<file path="src/rtl/mem_access_ctrl_pkg.sv">
`default_nettype none
// ============================================================================
//  Module      : mem_access_ctrl_pkg
//  Description : Shared definitions for the CPU data-memory access path.
//                Holds memory widths, load/store operation encodings,
//                exception codes, lane-width constants and the op decoder
//                used to classify a request before it is issued.
//  Revision    : 1.0 - initial release
// ============================================================================
package mem_access_ctrl_pkg;

    // Memory geometry
    localparam int C_MEM_ADDR_W = 32;
    localparam int C_MEM_DATA_W = 32;
    localparam int C_LANES      = 4;
    localparam int C_LANE_W     = 8;
    localparam int C_HALF_W     = 16;

    // Operation encodings; 4'h8..4'hF are illegal
    localparam logic [3:0] C_OP_LB  = 4'h0;
    localparam logic [3:0] C_OP_LBU = 4'h1;
    localparam logic [3:0] C_OP_LH  = 4'h2;
    localparam logic [3:0] C_OP_LHU = 4'h3;
    localparam logic [3:0] C_OP_LW  = 4'h4;
    localparam logic [3:0] C_OP_SB  = 4'h5;
    localparam logic [3:0] C_OP_SH  = 4'h6;
    localparam logic [3:0] C_OP_SW  = 4'h7;

    // Completion exception codes
    localparam logic [1:0] C_EXCP_NONE        = 2'b00;
    localparam logic [1:0] C_EXCP_LD_MISALIGN = 2'b01;
    localparam logic [1:0] C_EXCP_ST_MISALIGN = 2'b10;
    localparam logic [1:0] C_EXCP_ILLEGAL     = 2'b11;

    typedef enum logic [1:0] {
        ACC_BYTE = 2'd0,
        ACC_HALF = 2'd1,
        ACC_WORD = 2'd2
    } acc_size_e;

    typedef struct packed {
        logic      legal;
        logic      is_store;
        acc_size_e size;
    } op_dec_t;

    function automatic op_dec_t decode_op(input logic [3:0] op);
        op_dec_t d;
        d.legal    = 1'b1;
        d.is_store = 1'b0;
        d.size     = ACC_BYTE;
        case (op)
            C_OP_LB, C_OP_LBU: d.size = ACC_BYTE;
            C_OP_LH, C_OP_LHU: d.size = ACC_HALF;
            C_OP_LW:           d.size = ACC_WORD;
            C_OP_SB: begin d.is_store = 1'b1; d.size = ACC_BYTE; end
            C_OP_SH: begin d.is_store = 1'b1; d.size = ACC_HALF; end
            C_OP_SW: begin d.is_store = 1'b1; d.size = ACC_WORD; end
            default: d.legal = 1'b0;
        endcase
        return d;
    endfunction

    // Illegal op takes priority over alignment; byte accesses never fault.
    function automatic logic [1:0] check_access(input op_dec_t d, input logic [1:0] off);
        logic misaligned;
        misaligned = ((d.size == ACC_HALF) && off[0]) ||
                     ((d.size == ACC_WORD) && (off != 2'b00));
        if (!d.legal)
            return C_EXCP_ILLEGAL;
        else if (misaligned)
            return d.is_store ? C_EXCP_ST_MISALIGN : C_EXCP_LD_MISALIGN;
        else
            return C_EXCP_NONE;
    endfunction

endpackage
`default_nettype wire

</file>
<file path="src/rtl/mem_access_ctrl_if.sv">
`default_nettype none
// ============================================================================
//  Module      : mem_access_ctrl_if
//  Description : Bundle of MEM-stage request/response signals and the data
//                memory bus seen by mem_access_ctrl.
//                slave  : view of the access controller
//                master : view of the surrounding pipeline + memory
//  Signals     : req_i/op_i/addr_i/wdata_i     request from MEM stage
//                stall_o/done_o/rdata_o/excp_o response to MEM stage
//                mem_ce_o/mem_we_o/mem_addr_o/mem_byte_slct_o/mem_data_o
//                                              memory request
//                mem_data_i                    memory read word
//  Revision    : 1.0 - initial release
// ============================================================================
interface mem_access_ctrl_if #(
    parameter int ADDR_W = 32,
    parameter int DATA_W = 32
);
    logic              req_i;
    logic [3:0]        op_i;
    logic [ADDR_W-1:0] addr_i;
    logic [DATA_W-1:0] wdata_i;
    logic              stall_o;
    logic              done_o;
    logic [DATA_W-1:0] rdata_o;
    logic [1:0]        excp_o;
    logic              mem_ce_o;
    logic              mem_we_o;
    logic [ADDR_W-1:0] mem_addr_o;
    logic [3:0]        mem_byte_slct_o;
    logic [DATA_W-1:0] mem_data_o;
    logic [DATA_W-1:0] mem_data_i;

    modport slave (
        input  req_i, op_i, addr_i, wdata_i, mem_data_i,
        output stall_o, done_o, rdata_o, excp_o,
               mem_ce_o, mem_we_o, mem_addr_o, mem_byte_slct_o, mem_data_o
    );

    modport master (
        output req_i, op_i, addr_i, wdata_i, mem_data_i,
        input  stall_o, done_o, rdata_o, excp_o,
               mem_ce_o, mem_we_o, mem_addr_o, mem_byte_slct_o, mem_data_o
    );
endinterface
`default_nettype wire

</file>
<file path="src/rtl/mem_access_ctrl_load_align.sv">
`default_nettype none
// ============================================================================
//  Module      : mem_access_ctrl_load_align
//  Description : Combinational load extractor. Picks the addressed byte or
//                halfword out of a big-endian memory word (offset 0 is
//                bits [31:24]) and sign- or zero-extends it. Non-load ops
//                return zero.
//  Ports       : i_op     operation code
//                i_offset byte offset within the word
//                i_word   memory read word
//                o_result extended load result
//  Revision    : 1.0 - initial release
// ============================================================================
module mem_access_ctrl_load_align
    import mem_access_ctrl_pkg::*;
(
    input  wire logic [3:0]              i_op,
    input  wire logic [1:0]              i_offset,
    input  wire logic [C_MEM_DATA_W-1:0] i_word,
    output logic      [C_MEM_DATA_W-1:0] o_result
);

    logic [C_LANE_W-1:0] w_byte;
    logic [C_HALF_W-1:0] w_half;

    always_comb begin
        w_byte = '0;
        case (i_offset)
            2'd0:    w_byte = i_word[31:24];
            2'd1:    w_byte = i_word[23:16];
            2'd2:    w_byte = i_word[15:8];
            default: w_byte = i_word[7:0];
        endcase
        w_half = i_offset[1] ? i_word[15:0] : i_word[31:16];
    end

    always_comb begin
        o_result = '0;
        case (i_op)
            C_OP_LB:  o_result = {{(C_MEM_DATA_W-C_LANE_W){w_byte[C_LANE_W-1]}}, w_byte};
            C_OP_LBU: o_result = {{(C_MEM_DATA_W-C_LANE_W){1'b0}}, w_byte};
            C_OP_LH:  o_result = {{(C_MEM_DATA_W-C_HALF_W){w_half[C_HALF_W-1]}}, w_half};
            C_OP_LHU: o_result = {{(C_MEM_DATA_W-C_HALF_W){1'b0}}, w_half};
            C_OP_LW:  o_result = i_word;
            default:  o_result = '0;
        endcase
    end

endmodule
`default_nettype wire

</file>
<file path="src/rtl/mem_access_ctrl.sv">
`default_nettype none
// ============================================================================
//  Module      : mem_access_ctrl
//  Description : Initiator side of the CPU data-memory interface. Accepts one
//                load/store from the MEM stage, checks alignment, drives the
//                memory request for WAIT_CYCLES+1 cycles, then returns the
//                extended load data (or an exception) with a one-cycle
//                done pulse. Stalls the pipeline while the access is open.
//  Ports       : clk  system clock, rising edge
//                rst  asynchronous active-high reset
//                bus  mem_access_ctrl_if.slave (MEM-stage handshake + memory)
//  Revision    : 1.0 - initial release
// ============================================================================
module mem_access_ctrl #(
    parameter int WAIT_CYCLES = 1,
    parameter int ADDR_W      = 32,
    parameter int DATA_W      = 32
) (
    input wire logic         clk,
    input wire logic         rst,
    mem_access_ctrl_if.slave bus
);
    import mem_access_ctrl_pkg::*;

    localparam logic [1:0] C_ST_IDLE   = 2'd0;
    localparam logic [1:0] C_ST_ACCESS = 2'd1;
    localparam logic [1:0] C_ST_DONE   = 2'd2;

    localparam int         C_CNT_W     = 4;
    localparam logic [C_CNT_W-1:0] C_WAIT_INIT = C_CNT_W'(WAIT_CYCLES);

    logic [1:0]          r_state;
    logic [1:0]          w_next_state;
    logic [C_CNT_W-1:0]  r_cnt;
    logic [3:0]          r_op;
    logic                r_is_store;
    logic [ADDR_W-1:0]   r_addr;
    logic [DATA_W-1:0]   r_wdata;
    logic [DATA_W-1:0]   r_rdata;
    logic [1:0]          r_excp;

    op_dec_t             w_dec;
    logic [1:0]          w_excp;
    logic [DATA_W-1:0]   w_load_result;
    logic [C_LANES-1:0]  w_st_slct;
    logic [DATA_W-1:0]   w_st_data;

    logic                w_stall;
    logic                w_done;
    logic [DATA_W-1:0]   w_rdata;
    logic [1:0]          w_excp_out;
    logic                w_mem_ce;
    logic                w_mem_we;
    logic [ADDR_W-1:0]   w_mem_addr;
    logic [C_LANES-1:0]  w_mem_slct;
    logic [DATA_W-1:0]   w_mem_data;

    // Request classification happens on the raw inputs in the accept cycle
    assign w_dec  = decode_op(bus.op_i);
    assign w_excp = check_access(w_dec, bus.addr_i[1:0]);

    mem_access_ctrl_load_align u_load_align (
        .i_op     (r_op),
        .i_offset (r_addr[1:0]),
        .i_word   (bus.mem_data_i),
        .o_result (w_load_result)
    );

    // ------------------------------------------------------------------
    // State register
    // ------------------------------------------------------------------
    always_ff @(posedge clk or posedge rst) begin
        if (rst)
            r_state <= C_ST_IDLE;
        else
            r_state <= w_next_state;
    end

    // ------------------------------------------------------------------
    // Next-state logic
    // ------------------------------------------------------------------
    always_comb begin
        w_next_state = r_state;
        case (r_state)
            C_ST_IDLE: begin
                if (bus.req_i)
                    w_next_state = (w_excp != C_EXCP_NONE) ? C_ST_DONE : C_ST_ACCESS;
            end
            C_ST_ACCESS: begin
                if (r_cnt == '0)
                    w_next_state = C_ST_DONE;
            end
            C_ST_DONE:   w_next_state = C_ST_IDLE;
            default:     w_next_state = C_ST_IDLE;
        endcase
    end

    // ------------------------------------------------------------------
    // Request capture, wait counter and result register
    // ------------------------------------------------------------------
    always_ff @(posedge clk or posedge rst) begin
        if (rst) begin
            r_cnt      <= '0;
            r_op       <= '0;
            r_is_store <= 1'b0;
            r_addr     <= '0;
            r_wdata    <= '0;
            r_rdata    <= '0;
            r_excp     <= C_EXCP_NONE;
        end else begin
            case (r_state)
                C_ST_IDLE: begin
                    if (bus.req_i) begin
                        r_op       <= bus.op_i;
                        r_is_store <= w_dec.is_store;
                        r_addr     <= bus.addr_i;
                        r_wdata    <= bus.wdata_i;
                        r_excp     <= w_excp;
                        r_cnt      <= C_WAIT_INIT;
                        // Cleared so exception and store completions read 0
                        r_rdata    <= '0;
                    end
                end
                C_ST_ACCESS: begin
                    // load_align yields 0 for store ops, so stores return 0
                    if (r_cnt == '0)
                        r_rdata <= w_load_result;
                    else
                        r_cnt <= r_cnt - 1'b1;
                end
                default: ;
            endcase
        end
    end

    // ------------------------------------------------------------------
    // Store lane selection (big-endian: select bit0 is data[31:24])
    // ------------------------------------------------------------------
    always_comb begin
        w_st_slct = '0;
        w_st_data = '0;
        case (r_op)
            C_OP_SB: begin
                w_st_slct = 4'b0001 << r_addr[1:0];
                w_st_data = {C_LANES{r_wdata[C_LANE_W-1:0]}};
            end
            C_OP_SH: begin
                w_st_slct = r_addr[1] ? 4'b1100 : 4'b0011;
                w_st_data = {2{r_wdata[C_HALF_W-1:0]}};
            end
            C_OP_SW: begin
                w_st_slct = 4'b1111;
                w_st_data = r_wdata;
            end
            default: ;
        endcase
    end

    // ------------------------------------------------------------------
    // Output decode
    // ------------------------------------------------------------------
    always_comb begin
        w_stall    = 1'b0;
        w_done     = 1'b0;
        w_rdata    = '0;
        w_excp_out = C_EXCP_NONE;
        w_mem_ce   = 1'b0;
        w_mem_we   = 1'b0;
        w_mem_addr = '0;
        w_mem_slct = '0;
        w_mem_data = '0;
        case (r_state)
            C_ST_IDLE: begin
                // Stall must drop with reset even if the stage holds req_i
                w_stall = bus.req_i & ~rst;
            end
            C_ST_ACCESS: begin
                w_stall    = 1'b1;
                w_mem_ce   = 1'b1;
                w_mem_addr = r_addr;
                if (r_is_store) begin
                    w_mem_we   = 1'b1;
                    w_mem_slct = w_st_slct;
                    w_mem_data = w_st_data;
                end
            end
            C_ST_DONE: begin
                w_done     = 1'b1;
                w_rdata    = r_rdata;
                w_excp_out = r_excp;
            end
            default: ;
        endcase
    end

    assign bus.stall_o         = w_stall;
    assign bus.done_o          = w_done;
    assign bus.rdata_o         = w_rdata;
    assign bus.excp_o          = w_excp_out;
    assign bus.mem_ce_o        = w_mem_ce;
    assign bus.mem_we_o        = w_mem_we;
    assign bus.mem_addr_o      = w_mem_addr;
    assign bus.mem_byte_slct_o = w_mem_slct;
    assign bus.mem_data_o      = w_mem_data;

endmodule
`default_nettype wire

</file>
<file path="src/flat_wrapper.sv">
// flat-port wrapper written by rule: the top's interface ports become plain ports
module mem_access_ctrl_flat import mem_access_ctrl_pkg::*;
#(
    parameter int WAIT_CYCLES = 1,
    parameter int ADDR_W      = 32,
    parameter int DATA_W      = 32
)
  (clk, rst, bus_req_i, bus_op_i, bus_addr_i, bus_wdata_i, bus_mem_data_i, bus_stall_o, bus_done_o, bus_rdata_o, bus_excp_o, bus_mem_ce_o, bus_mem_we_o, bus_mem_addr_o, bus_mem_byte_slct_o, bus_mem_data_o);
  mem_access_ctrl_if #(.ADDR_W(ADDR_W), .DATA_W(DATA_W)) bus_i ();
  input wire logic clk;
  input wire logic rst;
  input wire logic [$bits(bus_i.req_i)-1:0] bus_req_i;
  input wire logic [$bits(bus_i.op_i)-1:0] bus_op_i;
  input wire logic [$bits(bus_i.addr_i)-1:0] bus_addr_i;
  input wire logic [$bits(bus_i.wdata_i)-1:0] bus_wdata_i;
  input wire logic [$bits(bus_i.mem_data_i)-1:0] bus_mem_data_i;
  output wire logic [$bits(bus_i.stall_o)-1:0] bus_stall_o;
  output wire logic [$bits(bus_i.done_o)-1:0] bus_done_o;
  output wire logic [$bits(bus_i.rdata_o)-1:0] bus_rdata_o;
  output wire logic [$bits(bus_i.excp_o)-1:0] bus_excp_o;
  output wire logic [$bits(bus_i.mem_ce_o)-1:0] bus_mem_ce_o;
  output wire logic [$bits(bus_i.mem_we_o)-1:0] bus_mem_we_o;
  output wire logic [$bits(bus_i.mem_addr_o)-1:0] bus_mem_addr_o;
  output wire logic [$bits(bus_i.mem_byte_slct_o)-1:0] bus_mem_byte_slct_o;
  output wire logic [$bits(bus_i.mem_data_o)-1:0] bus_mem_data_o;
  assign bus_i.req_i = bus_req_i;
  assign bus_i.op_i = bus_op_i;
  assign bus_i.addr_i = bus_addr_i;
  assign bus_i.wdata_i = bus_wdata_i;
  assign bus_i.mem_data_i = bus_mem_data_i;
  assign bus_stall_o = bus_i.stall_o;
  assign bus_done_o = bus_i.done_o;
  assign bus_rdata_o = bus_i.rdata_o;
  assign bus_excp_o = bus_i.excp_o;
  assign bus_mem_ce_o = bus_i.mem_ce_o;
  assign bus_mem_we_o = bus_i.mem_we_o;
  assign bus_mem_addr_o = bus_i.mem_addr_o;
  assign bus_mem_byte_slct_o = bus_i.mem_byte_slct_o;
  assign bus_mem_data_o = bus_i.mem_data_o;
  mem_access_ctrl #(.WAIT_CYCLES(WAIT_CYCLES), .ADDR_W(ADDR_W), .DATA_W(DATA_W)) u_core (.clk(clk), .rst(rst), .bus(bus_i));
endmodule
</file>
<file path="config.mk">
export PLATFORM = sky130hd
export DESIGN_NAME = mem_access_ctrl_flat
export DESIGN_NICKNAME = d
export VERILOG_FILES = /design/src/rtl/mem_access_ctrl_pkg.sv /design/src/rtl/mem_access_ctrl_if.sv /design/src/rtl/mem_access_ctrl_load_align.sv /design/src/rtl/mem_access_ctrl.sv /design/src/flat_wrapper.sv
export SDC_FILE = /design/constraint.sdc
export NUM_CORES = 1
export LEC_CHECK = 0
export ABC_CLOCK_PERIOD_IN_PS = 7300
export CAP_MARGIN = 25
export CORE_MARGIN = 1
export CORE_UTILIZATION = 25
export DETAILED_ROUTE_END_ITERATION = 8
export PLACE_DENSITY = 0.49
export SYNTH_ARGS = -nofsm -noshare
export SYNTH_HDL_FRONTEND = slang
export SYNTH_HIERARCHICAL = 1
export SYNTH_SLANG_ARGS = --single-unit
</file>
<file path="constraint.sdc">
create_clock -name clk -period 7.3 [get_ports clk]
set_input_delay 2.19 -clock clk [delete_from_list [all_inputs] [get_ports clk]]
set_output_delay 2.19 -clock clk [all_outputs]
set_load 0.1 [all_outputs]
</file>
After elaboration in Yosys (flattened, before gate mapping). Cells that the tools add are included.

Register bits after elaboration: 109. Bits of input ports: 103. Output and inout bits: 106. Word-level logic and storage cells: 88.

Add/subtract/negate cells: 1. Eq/ne operators: 23. Shift-type cells: 1. Mux-type cells: 34. Bitwise gates (word level): 2. Reductions and logical operators: 19.

Operators by type and width (number): $mux W32 (6); $pmux W32 S5 (1); $pmux W32 S3 (1); $pmux W32 S2 (1); $eq A4 B3 Y1 const B (8); $pmux W8 S3 (1); $mux W4 (5); $eq A4 B2 Y1 const B (4); $mux W16 (1); $mux W2 (7); $logic_not A4 Y1 (3); $pmux W4 S3 (1); $eq A4 B1 Y1 const B (2); $pmux W2 S2 (2); $pmux W4 S2 (1); $reduce_or A8 Y1 (1); $eq A2 B1 Y1 const B (3); $eq A2 B2 Y1 const B (3); $mux W1 (6); $reduce_and A3 Y1 (2); $reduce_bool A2 Y1 (3); $reduce_or A3 Y1 (2); $logic_not A2 Y1 (2); $ne A2 B2 Y1 const B (2); 10 further kinds (12).

Longest topological paths before layout.
Word-level depth: 12. Mapped depth: 7. Depth with buffers taken out: 5.

By module. Netlist, hierarchy kept.

By module, submodules not included: mem_access_ctrl (instances 1, cells each 602, area an instance 5421.4 um2, sequential area each 2727.6 um2); mem_access_ctrl_load_align (instances 1, cells each 120, area an instance 832.0 um2, sequential area each 0.0 um2).

Worst setup path before layout. Ideal clock, no wire load.

Kind: input-to-output. Start point: input rst. End point: output bus_stall_o. Arrival time: 5969 ps. Required time: 5110 ps. Path slack: -859 ps. Cell stages on the path: 3. Buffers on the path: 0. Cells stage by stage: inv_1 -> a21oi_1 -> nor2_1.

Longest elaborated chain between the ends: 3.

RTL lines: from (decl) (RTL line flat_wrapper.sv:11) `input wire logic rst;`; $not A1 Y1 (RTL line mem_access_ctrl.sv:175) `w_stall = bus.req_i & ~rst;`; $and A1 B1 Y1 (RTL line mem_access_ctrl.sv:175); $pmux W1 S2 (RTL line mem_access_ctrl.sv:172) `case (r_state)`; to (decl) (RTL line flat_wrapper.sv:17) `output wire logic [$bits(bus_i.stall_o)-1:0] bus_stall_o;`.

No other way between the ends.

Worst setup path after layout.
Start point: register u_core.r_state[0]. End point: output bus_mem_data_o[24].

Longest elaborated chain between the ends: 2.

RTL lines: from (decl) (RTL line mem_access_ctrl.sv:32) `logic [1:0] r_state;`; from (signal assigned) (RTL line mem_access_ctrl.sv:76) `r_state <= w_next_state;`; $eq A2 B1 Y1 (RTL line mem_access_ctrl.sv:172); $mux W32 (RTL line mem_access_ctrl.sv:172); to (decl) (RTL line flat_wrapper.sv:25) `output wire logic [$bits(bus_i.mem_data_o)-1:0] bus_mem_data_o;`.

No other way between the ends.

==> impl_metrics.ini <==
[yosys]
synth_flop_cell = dfrtp_1
yosys_warnings = 6
synth_largest_area_cell = dfrtp_1
synth_commonest_cells = 248 x nand2_1, 109 x dfrtp_1, 74 x and2_1
syn_inst = 722
syn_area_um2 = 6250
synth_seq_area_share = 0.436
async_flop_share = 1.00
ys_ff_latch = 109
synth_edf_count = 0
synth_most_common_cell = nand2_1
syn_area_per_cell_um2 = 8.66
synth_fp_nets = 827
synthTopCellsByArea = dfrtp_1 44%, nand2_1 15%, and2_1 7.4%
ys_types = 58
synth_top_area_share = 0.436

[sta]
drv_slew = 0
fmax_mhz = 175
hold_viol = 0
period_share = 0.781
tightestPinTransition_ps = 1080
finalCriticalPeriod_ps = 5700
final-setup-viol-count = 0
fin_ws_ps = 1600
rsz0062_at_grt = no
final.setup.tns_ps = 0
max_slew_margin = 0.279
skew_ps = 7.85

[finish]
stdcell_count = 1229
layout-drive-gt1-share = 0.0751
nets = 1005
syn_to_final_growth_pct = 41.3
n_antenna_cell = 0
fin_util = 0.361

[critical_path]
worstPathCellList = nand3b_1, or3b_2, a21oi_1, clkdlybuf4s50_1
critPathKind = flop to output pin
ff2ff_setup_slack_ps = 4910
cpMaxStageDelayCell = clkdlybuf4s50_1
startpoint_type = flop
cp_max_fo = 11
cp_slowest_stage_delay_ps = 1190
worstRegToRegCells = 5
cp.required_ps = 5110
cp-end-kind = output pin
rr_startpoint = u_core/r_op[1]
reg2reg_to = u_core/r_rdata[31]
cp.arrival_ps = 3510

[power]
max-vdd-ir-drop_mv = 0.146
power_mw = 3.35
powerDensity_nw_per_um2 = 379
leakagePower_nw = 3.88

[drt]
wirelength_um = 21200
vias_per_cell = 4.64
drc = 0
drt_first_pass_iters = 5
antenna_left = 0
wl_per_cell_um = 17.2
drtIter0Drc = 247
vias = 5708

[run]
drv_cap = 0

[floorplan]
dieWidth_um = 160
io_pins = 209
core_um2 = 24500
start_util = 0.256
fp-row-count = 57
die_height_um = 160
die_area_um2 = 25700

[placed_design]
place.gp.congestion = 0.837
pre_cts_slack_ps = 1830
place_inst = 1210
io_buffers = 208
hpwlAfterDp_um = 14300

[grt]
grt_use_met1 = 0.224
top_usage_layer = met2
overflow = 0
grt_first_pass_wirelength_um = 33200
grt_pass1_vias = 5764
antenna_found_initial = 0
grt_max_degree = 78
use_met3 = 0.0403
grtUsageTotal = 0.166
met2_usage = 0.261

[clocking]
cts_resized = 0
clock_latency_ps = 360
cts_buffer_depth = 2
root_buffer = clkbuf_16
cts_tree = done
hold_buffers = 0
cts.sinks = 109
htree_levels = 3
post_cts_buffers = 0
path_clk_slew_ps = 80
numCtsBuffers = 9

[hold_path]
whs_endpoint = u_core/r_addr[14]
min_path_type = flop to flop
min_from = u_core/r_addr[14]
min_path_cells = 2

[status]
status = finished clean
[per-layer routing]
metal | wire length, µm | share of wire
met2 | 9650 | 0.46
met1 | 9910 | 0.47
met3 | 1290 | 0.061
met4 | 316 | 0.015
met5 | 0 | 0
[worst max path at each step]
stage	from	to	slack (ps)
2_1_floorplan	rst	bus_stall_o	330
3_3_place_gp	rst	bus_stall_o	1800
5_1_grt	u_core/r_state[0]	bus_mem_data_o[31]	1390
3_5_place_dp	rst	bus_stall_o	1830
4_1_cts	u_core/r_state[0]	bus_mem_data_o[24]	1550
6_report	u_core/r_state[0]	bus_mem_data_o[24]	1600
[logic make-up (layout without fill, tap and decap cells)]
group                      after synthesis  count (layout)  synth area share
adders and majority gates                2               2           0.00400
muxes                                   36              36            0.0632
buffers and inverters                   63             246            0.0582
DFF                                    109             109             0.436
and+or+nand+nor                        382             382             0.292
AOI/OAI and AO/OA                      129             129             0.145
xor gates and xnor gates                 1               1           0.00140
[state kept, by name, summed over array words and instances, names as in the netlist]
register / flops
u_core/r_wdata: 32
u_core/r_is_store: 1
u_core/r_op: 4
u_core/r_excp: 2
u_core/r_addr: 32
u_core/r_state: 2
u_core/r_cnt: 4
u_core/r_rdata: 32
[worst max-delay path: cells and delay by family (launching register included)]
family / cells / cell delay, ps
buffers and inverters: 1 / 1190
AND/OR/NAND/NOR: 2 / 1210
AO/OA/AOI/OAI: 1 / 170
flip-flops: 1 / 590
[layout by cell type (no fill, tap or decap), types with 8 or more instances in the layout]
master | netlist | final
a21oi_1 | 39 | 39
a221o_1 | 9 | 9
a22o_1 | 33 | 33
a22oi_1 | 8 | 8
and2_1 | 74 | 74
buf_4 | 6 | 11
clkbuf_16 | 0 | 9
clkdlybuf4s50_1 | 0 | 207
dfrtp_1 | 109 | 109
mux2_2 | 17 | 17
mux2i_1 | 17 | 17
nand2_1 | 248 | 248
nor2_1 | 19 | 19
[report_power, final]
group / switching [mW] / internal (mW)
Clock: 0.251 / 0.234
Combinational: 1.22 / 0.608
Sequential: 0.199 / 0.836
Total: 1.67 / 1.68
[cell type report]
| class | count | area, µm² |
|---|---|---|
| inverter | 9 | 37.5 |
| multi-input combinational | 550 | 3170 |
| tap | 324 | 405 |
| clock buffer | 9 | 225 |
| fill | 2542 | 15600 |
| sequential | 109 | 2730 |
| timing repair buffer | 221 | 2220 |
| clock inverter | 7 | 48.8 |
[metrics by stage]
stage	cell area, µm²	hold slack [ps]
final	8840	468
after global placement	8500	449
after global routing	8840	487
after detailed placement	8500	454
after floorplan	6260	437
after CTS	8770	474
Power figures use the tool's default switching activity.
